`config.mk`:
```
export PLATFORM = sky130hd
export DESIGN_NAME = obi_mem_responder
export DESIGN_NICKNAME = d
export VERILOG_FILES = /design/src/rtl/obi_resp_pkg.sv /design/src/rtl/obi_resp_fifo.sv /design/src/rtl/obi_mem_responder.sv
export SDC_FILE = /design/constraint.sdc
export NUM_CORES = 1
export LEC_CHECK = 0
export ABC_AREA = 1
export BUFFER_PORTS_ARGS = -buffer_cell sky130_fd_sc_hd__buf_2
export CORE_MARGIN = 2
export CORE_UTILIZATION = 40
export CTS_BUF_LIST = sky130_fd_sc_hd__clkbuf_4
export CTS_CLUSTER_DIAMETER = 80
export DETAILED_ROUTE_END_ITERATION = 6
export GPL_ROUTABILITY_DRIVEN = 0
export GPL_TIMING_DRIVEN = 0
export SKIP_LAST_GASP = 1
export SLEW_MARGIN = 15
export SYNTH_ARGS = -nofsm -noshare
export SYNTH_HDL_FRONTEND = slang
export SYNTH_SLANG_ARGS = --single-unit
```
`constraint.sdc`:
```
create_clock -name clock -period 18 [get_ports clock]
set_input_delay 1.8 -clock clock [delete_from_list [all_inputs] [get_ports clock]]
set_output_delay 1.8 -clock clock [all_outputs]
set_load 0.01 [all_outputs]
```
`src/rtl/obi_resp_pkg.sv`:
```
// Shared types and parameter limits for the OBI memory responder.
// The response FIFO and the top-level responder both import this package.
package obi_resp_pkg;

   localparam int MEM_WORDS_MIN = 2;
   localparam int MAX_PND_MIN   = 1;
   localparam int MAX_PND_MAX   = 3;
   localparam int RESP_LAT_MIN  = 1;
   localparam int RESP_LAT_MAX  = 7;

   typedef struct packed {
      logic [31:0] rdata;
      logic [2:0]  age;
   } resp_entry_t;

   // Age advances once per cycle and parks at the response latency.
   function automatic logic [2:0] age_step(input logic [2:0] age, input int lat);
      return (age < 3'(lat)) ? age + 3'd1 : age;
   endfunction

endpackage

```
`src/rtl/obi_resp_fifo.sv`:
```
// In-order response FIFO. Entry 0 is always the head, and every stored
// entry ages by one each cycle.
module obi_resp_fifo
   import obi_resp_pkg::*;
#(
   parameter int DEPTH    = 2,
   parameter int RESP_LAT = 1
) (
   input  logic        clock,
   input  logic        reset,
   input  logic        push,
   input  logic [31:0] push_rdata,
   input  logic        pop,
   output logic        full,
   output logic        empty,
   output logic [1:0]  count,
   output logic [31:0] head_rdata,
   output logic [2:0]  head_age
);

   resp_entry_t entries      [DEPTH];
   resp_entry_t entries_next [DEPTH];
   logic [1:0]  count_q;
   logic [1:0]  count_next;
   logic [1:0]  wr_idx;

   // NOTE: every variable written here gets a default first, so no latches can be inferred.
   always_comb begin
      count_next = count_q;
      wr_idx     = pop ? count_q - 2'd1 : count_q;
      if (push && !pop) begin
         count_next = count_q + 2'd1;
      end else if (pop && !push) begin
         count_next = count_q - 2'd1;
      end

      for (int i = 0; i < DEPTH - 1; i++) begin
         entries_next[i] = pop ? entries[i + 1] : entries[i];
      end
      entries_next[DEPTH - 1] = pop ? '0 : entries[DEPTH - 1];

      for (int i = 0; i < DEPTH; i++) begin
         entries_next[i].age = age_step(entries_next[i].age, RESP_LAT);
         if (push && wr_idx == 2'(i)) begin
            entries_next[i] = '{rdata: push_rdata, age: 3'd1};
         end
      end
   end

   // NOTE: sequential state uses non-blocking assignments so all registers update together.
   always_ff @(posedge clock or posedge reset) begin
      if (reset) begin
         count_q <= 2'd0;
         for (int i = 0; i < DEPTH; i++) begin
            entries[i] <= '0;
         end
      end else begin
         count_q <= count_next;
         entries <= entries_next;
      end
   end

   assign full       = (count_q == 2'(DEPTH));
   assign empty      = (count_q == 2'd0);
   assign count      = count_q;
   assign head_rdata = entries[0].rdata;
   assign head_age   = entries[0].age;

endmodule

```
`src/rtl/obi_mem_responder.sv`:
```
// OBI-style memory responder: word-addressed memory with byte-enable writes
// and in-order responses delayed by at least RESP_LAT cycles after grant.
module obi_mem_responder
   import obi_resp_pkg::*;
#(
   parameter int MEM_WORDS = 16,
   parameter int MAX_PND   = 2,
   parameter int RESP_LAT  = 1
) (
   input  logic        clock,
   input  logic        reset,
   input  logic        req_i,
   input  logic [31:0] addr_i,
   input  logic        we_i,
   input  logic [3:0]  be_i,
   input  logic [31:0] wdata_i,
   input  logic        stall_i,
   output logic        gnt_o,
   output logic        rvalid_o,
   output logic [31:0] rdata_o,
   output logic [1:0]  pnd_o
);

   localparam int IDX_W = $clog2(MEM_WORDS);

   logic [31:0]      mem [MEM_WORDS];
   logic [IDX_W-1:0] idx;
   logic             accept;
   logic             fifo_full;
   logic             fifo_empty;
   logic [31:0]      head_rdata;
   logic [2:0]       head_age;
   logic [31:0]      push_rdata;
   logic             unused_addr;

   // Upper address bits alias onto the same words; byte-offset bits are ignored.
   assign idx         = addr_i[IDX_W+1:2];
   assign unused_addr = ^{addr_i[31:IDX_W+2], addr_i[1:0]};

   assign rvalid_o = !fifo_empty && (head_age == 3'(RESP_LAT));
   assign gnt_o    = !reset && req_i && !stall_i && (!fifo_full || rvalid_o);
   assign accept   = req_i && gnt_o;
   assign rdata_o  = rvalid_o ? head_rdata : '0;

   // Reads see the word before this edge's write, which is always a different transaction.
   assign push_rdata = we_i ? '0 : mem[idx];

   // NOTE: the memory is reset explicitly because reads after reset must return zero.
   always_ff @(posedge clock or posedge reset) begin
      if (reset) begin
         for (int i = 0; i < MEM_WORDS; i++) begin
            mem[i] <= '0;
         end
      end else if (accept && we_i) begin
         for (int b = 0; b < 4; b++) begin
            if (be_i[b]) begin
               mem[idx][8*b +: 8] <= wdata_i[8*b +: 8];
            end
         end
      end
   end

   obi_resp_fifo #(
      .DEPTH    (MAX_PND),
      .RESP_LAT (RESP_LAT)
   ) u_resp_fifo (
      .clock      (clock),
      .reset      (reset),
      .push       (accept),
      .push_rdata (push_rdata),
      .pop        (rvalid_o),
      .full       (fifo_full),
      .empty      (fifo_empty),
      .count      (pnd_o),
      .head_rdata (head_rdata),
      .head_age   (head_age)
   );

endmodule

```
==> flow_summary.toml <==
[critical_path]
worst_ep_required_time_ns = 16.20
cp_slowest_cell = "buf_1"
cp.arrival_ns = 3.40
crit_buf_inv = 5
path_delay_family = "buffers and inverters"
path_cells = "inv_1 > ha_1 > nor2_4 > nand2_2 > clkbuf_1 > buf_1 > buf_1 > nor2_1 > buf_2"
cp-end-kind = "output pin"
path_max_fanout = 10
critPathKind = "flip-flop to output pin"
slowest_delay_ns = 0.43
critPathMostFrequentCell = "buf_1"
setup.worst_path.start_class = "flip-flop"

[sta]
fin_ws_ns = 12.80
drv_slew = 0
worst_clock_skew_ns = 0.0553
rsz0062_at_grt = "no"
setup_violations = 0
worst_pin_slew_ns = 1.11
hold_violations = 0
fin_tns_setup_ns = 0
period_share_pct = 28.9
fmax_mhz = 192
fin_crit_ns = 5.20
slew_headroom_pct = 26.0
hold_ws_ns = 0.478

[power_and_ir_drop]
power_leakage_nw = 18.3
vdd_drop_max_mv = 0.0563
p_per_area_nw_per_um2 = 95.5

[min_path]
min_path_type = "flip-flop to flip-flop"

[layout]
fillers = 7797
area.growth.synth_to_final_pct = 13.0
drive_gt1_share_pct = 10.9
final_area_um2 = 33700
final-seq-area_um2 = 14600
final_nets = 4525
multi_input_area_um2 = 12800

[clock_network]
cts_setup_buffers = 0
worstSkewPairLatency_ns = 1.03
clkSlewWorstSetupHoldPaths_ns = 0.06
numCtsBuffers = 165
h-tree-depth = 4
cts_buffer_depth = 3
postCtsHoldBufs = 0
clock_sinks = 584
cts_tree = "built"
post_cts_resized = 0
clock-root-buffer = "clkbuf_4"

[job]
maxCapViolations = 0

[routing]
drtAntennaViolNets = 0
vias = 28000
via_per_inst = 5.06
drtIter0Drc = 2504
drc = 0
wirelength_um = 104000
first_pass_iters = 6
wire_per_inst_um = 18.9

[global_route]
grt_max_degree = 35
grtUsageTotal_pct = 27.2
grt_pass1_wl_um = 159000
grt_pass1_vias = 26700
antenna_found_initial = 9
grt_overflow_total = 0

[logic_synthesis]
synth_edf_count = 0
syn_nets = 4283
async_flop_share_pct = 100
yosysTopAreaCell = "dfrtp_1"
synth_top_area_share_pct = 49.0
yosysSeqAreaShare_pct = 49.0
synth_area_leaders = "dfrtp_1 49%, nand2_1 27%, o21ai_0 8.4%, inv_1 3.6%, clkbuf_1 2.2%"
syn_area_um2 = 29800
synth.avg_cell_area_um2 = 7.09
yosysWarnings = 0
syn_inst = 4207
synth_common_cells = "2162 x nand2_1, 584 x dfrtp_1, 500 x o21ai_0, 288 x inv_1, 176 x clkbuf_1"
ys_types = 28
ys.flop_type = "dfrtp_1"
synth.most_common_cell = "nand2_1"
synth-seq-cells = 584

[die]
core_area_um2 = 74100
die_area_um2 = 76800
die_y_um = 277
io_pins = 109
initial_utilization_pct = 40.3
die_w_um = 277
rows = 100

[placed_design]
dp_hpwl_um = 75100
port_buffers = 55
preCtsSetupSlack_ns = 13.29
dpl_cell_area_um2 = 31700

[run_status]
outcome = "complete, no violations"
per-layer routing:
layer	vias up	wire, um	track usage (%)
met5	-	70	0
met3	241	8350	6.50
met1	13200	45100	36.2
met2	984	46500	42.0
met4	10	4450	12.3
li1	13500	-	-
power breakdown:
part           switching (mW)  internal, mW
registers              0.0601          1.43
logic                   0.384         0.147
clock network           0.577         0.621
total                    1.02          2.20
metrics by stage:
step	util, %	power (mW)	cells
after floorplan	-	1.85	4207
after global placement	42.3	2.02	5231
after detailed placement	42.8	2.04	5251
after CTS	45.5	3.24	5524
after global routing	45.5	3.40	5528
final	45.5	3.22	5529
worst paths after layout:
check / depth (start not counted) / slack (ns) / to / startpoint
worst min register to register: 2 / 0.48 / u_resp_fifo.entries[21] / u_resp_fifo.entries[21]
worst max-delay path: 9 / 12.80 / rdata_o[12] / u_resp_fifo.count[0]
worst max register to register: 10 / 15.22 / u_resp_fifo.count[1] / u_resp_fifo.count[0]
worst min-delay path: 2 / 0.48 / u_resp_fifo.entries[21] / u_resp_fifo.entries[21]
max in group asynchronous: 8 / 15.39 / mem[490] / reset
min in group asynchronous: 2 / 0.89 / u_resp_fifo.count[0] / reset
layout by cell type, fill, tap and decap left out, drive strengths merged, types with 3 or more instances in the layout:
cell type     n
buf         169
clkbuf      424
clkinv       23
clkinvlp      3
dfrtp       584
diode         5
ha            3
inv         306
nand2      2178
nand3       100
nor2        145
o21ai       611
kinds of logic (layout without fill, tap and decap cells):
logic type      Yosys count  count (layout)  synth area share [%]
simple gates           2425            2425                  32.4
compound gates          614             614                  10.3
flops                   584             584                  49.0
buf+inv                 579             927                  8.07
fa+ha+maj                 3               3                 0.126
xor+xnor                  2               2                0.0587
other cells               0               5                     0
sequential cells by signal, indices dropped and copies added (netlist names):
name and flops:
u_resp_fifo.head_rdata 32, u_resp_fifo.head_age 3, u_resp_fifo.count 2, mem 512, u_resp_fifo.entries 35
tightest hold or removal path: stages (launching register included):
cell,delay [ns]
dfrtp_1,0.34
nand2_1,0.05
nand2_1,0.05
cell type report:
| cell class | count | share of cell area (%) |
|---|---|---|
| inverters | 303 | 3.43 |
| well taps | 969 | 3.60 |
| diodes | 5 | 0.0371 |
| plain buffers | 276 | 3.72 |
| clock inverters | 31 | 0.449 |
| flip-flops and latches | 584 | 43.4 |
| repair buffers | 75 | 2.03 |
| multi-input cells | 3044 | 38.0 |
| clock buffers | 242 | 5.39 |
No activity file was read; power rests on OpenSTA's default activity.
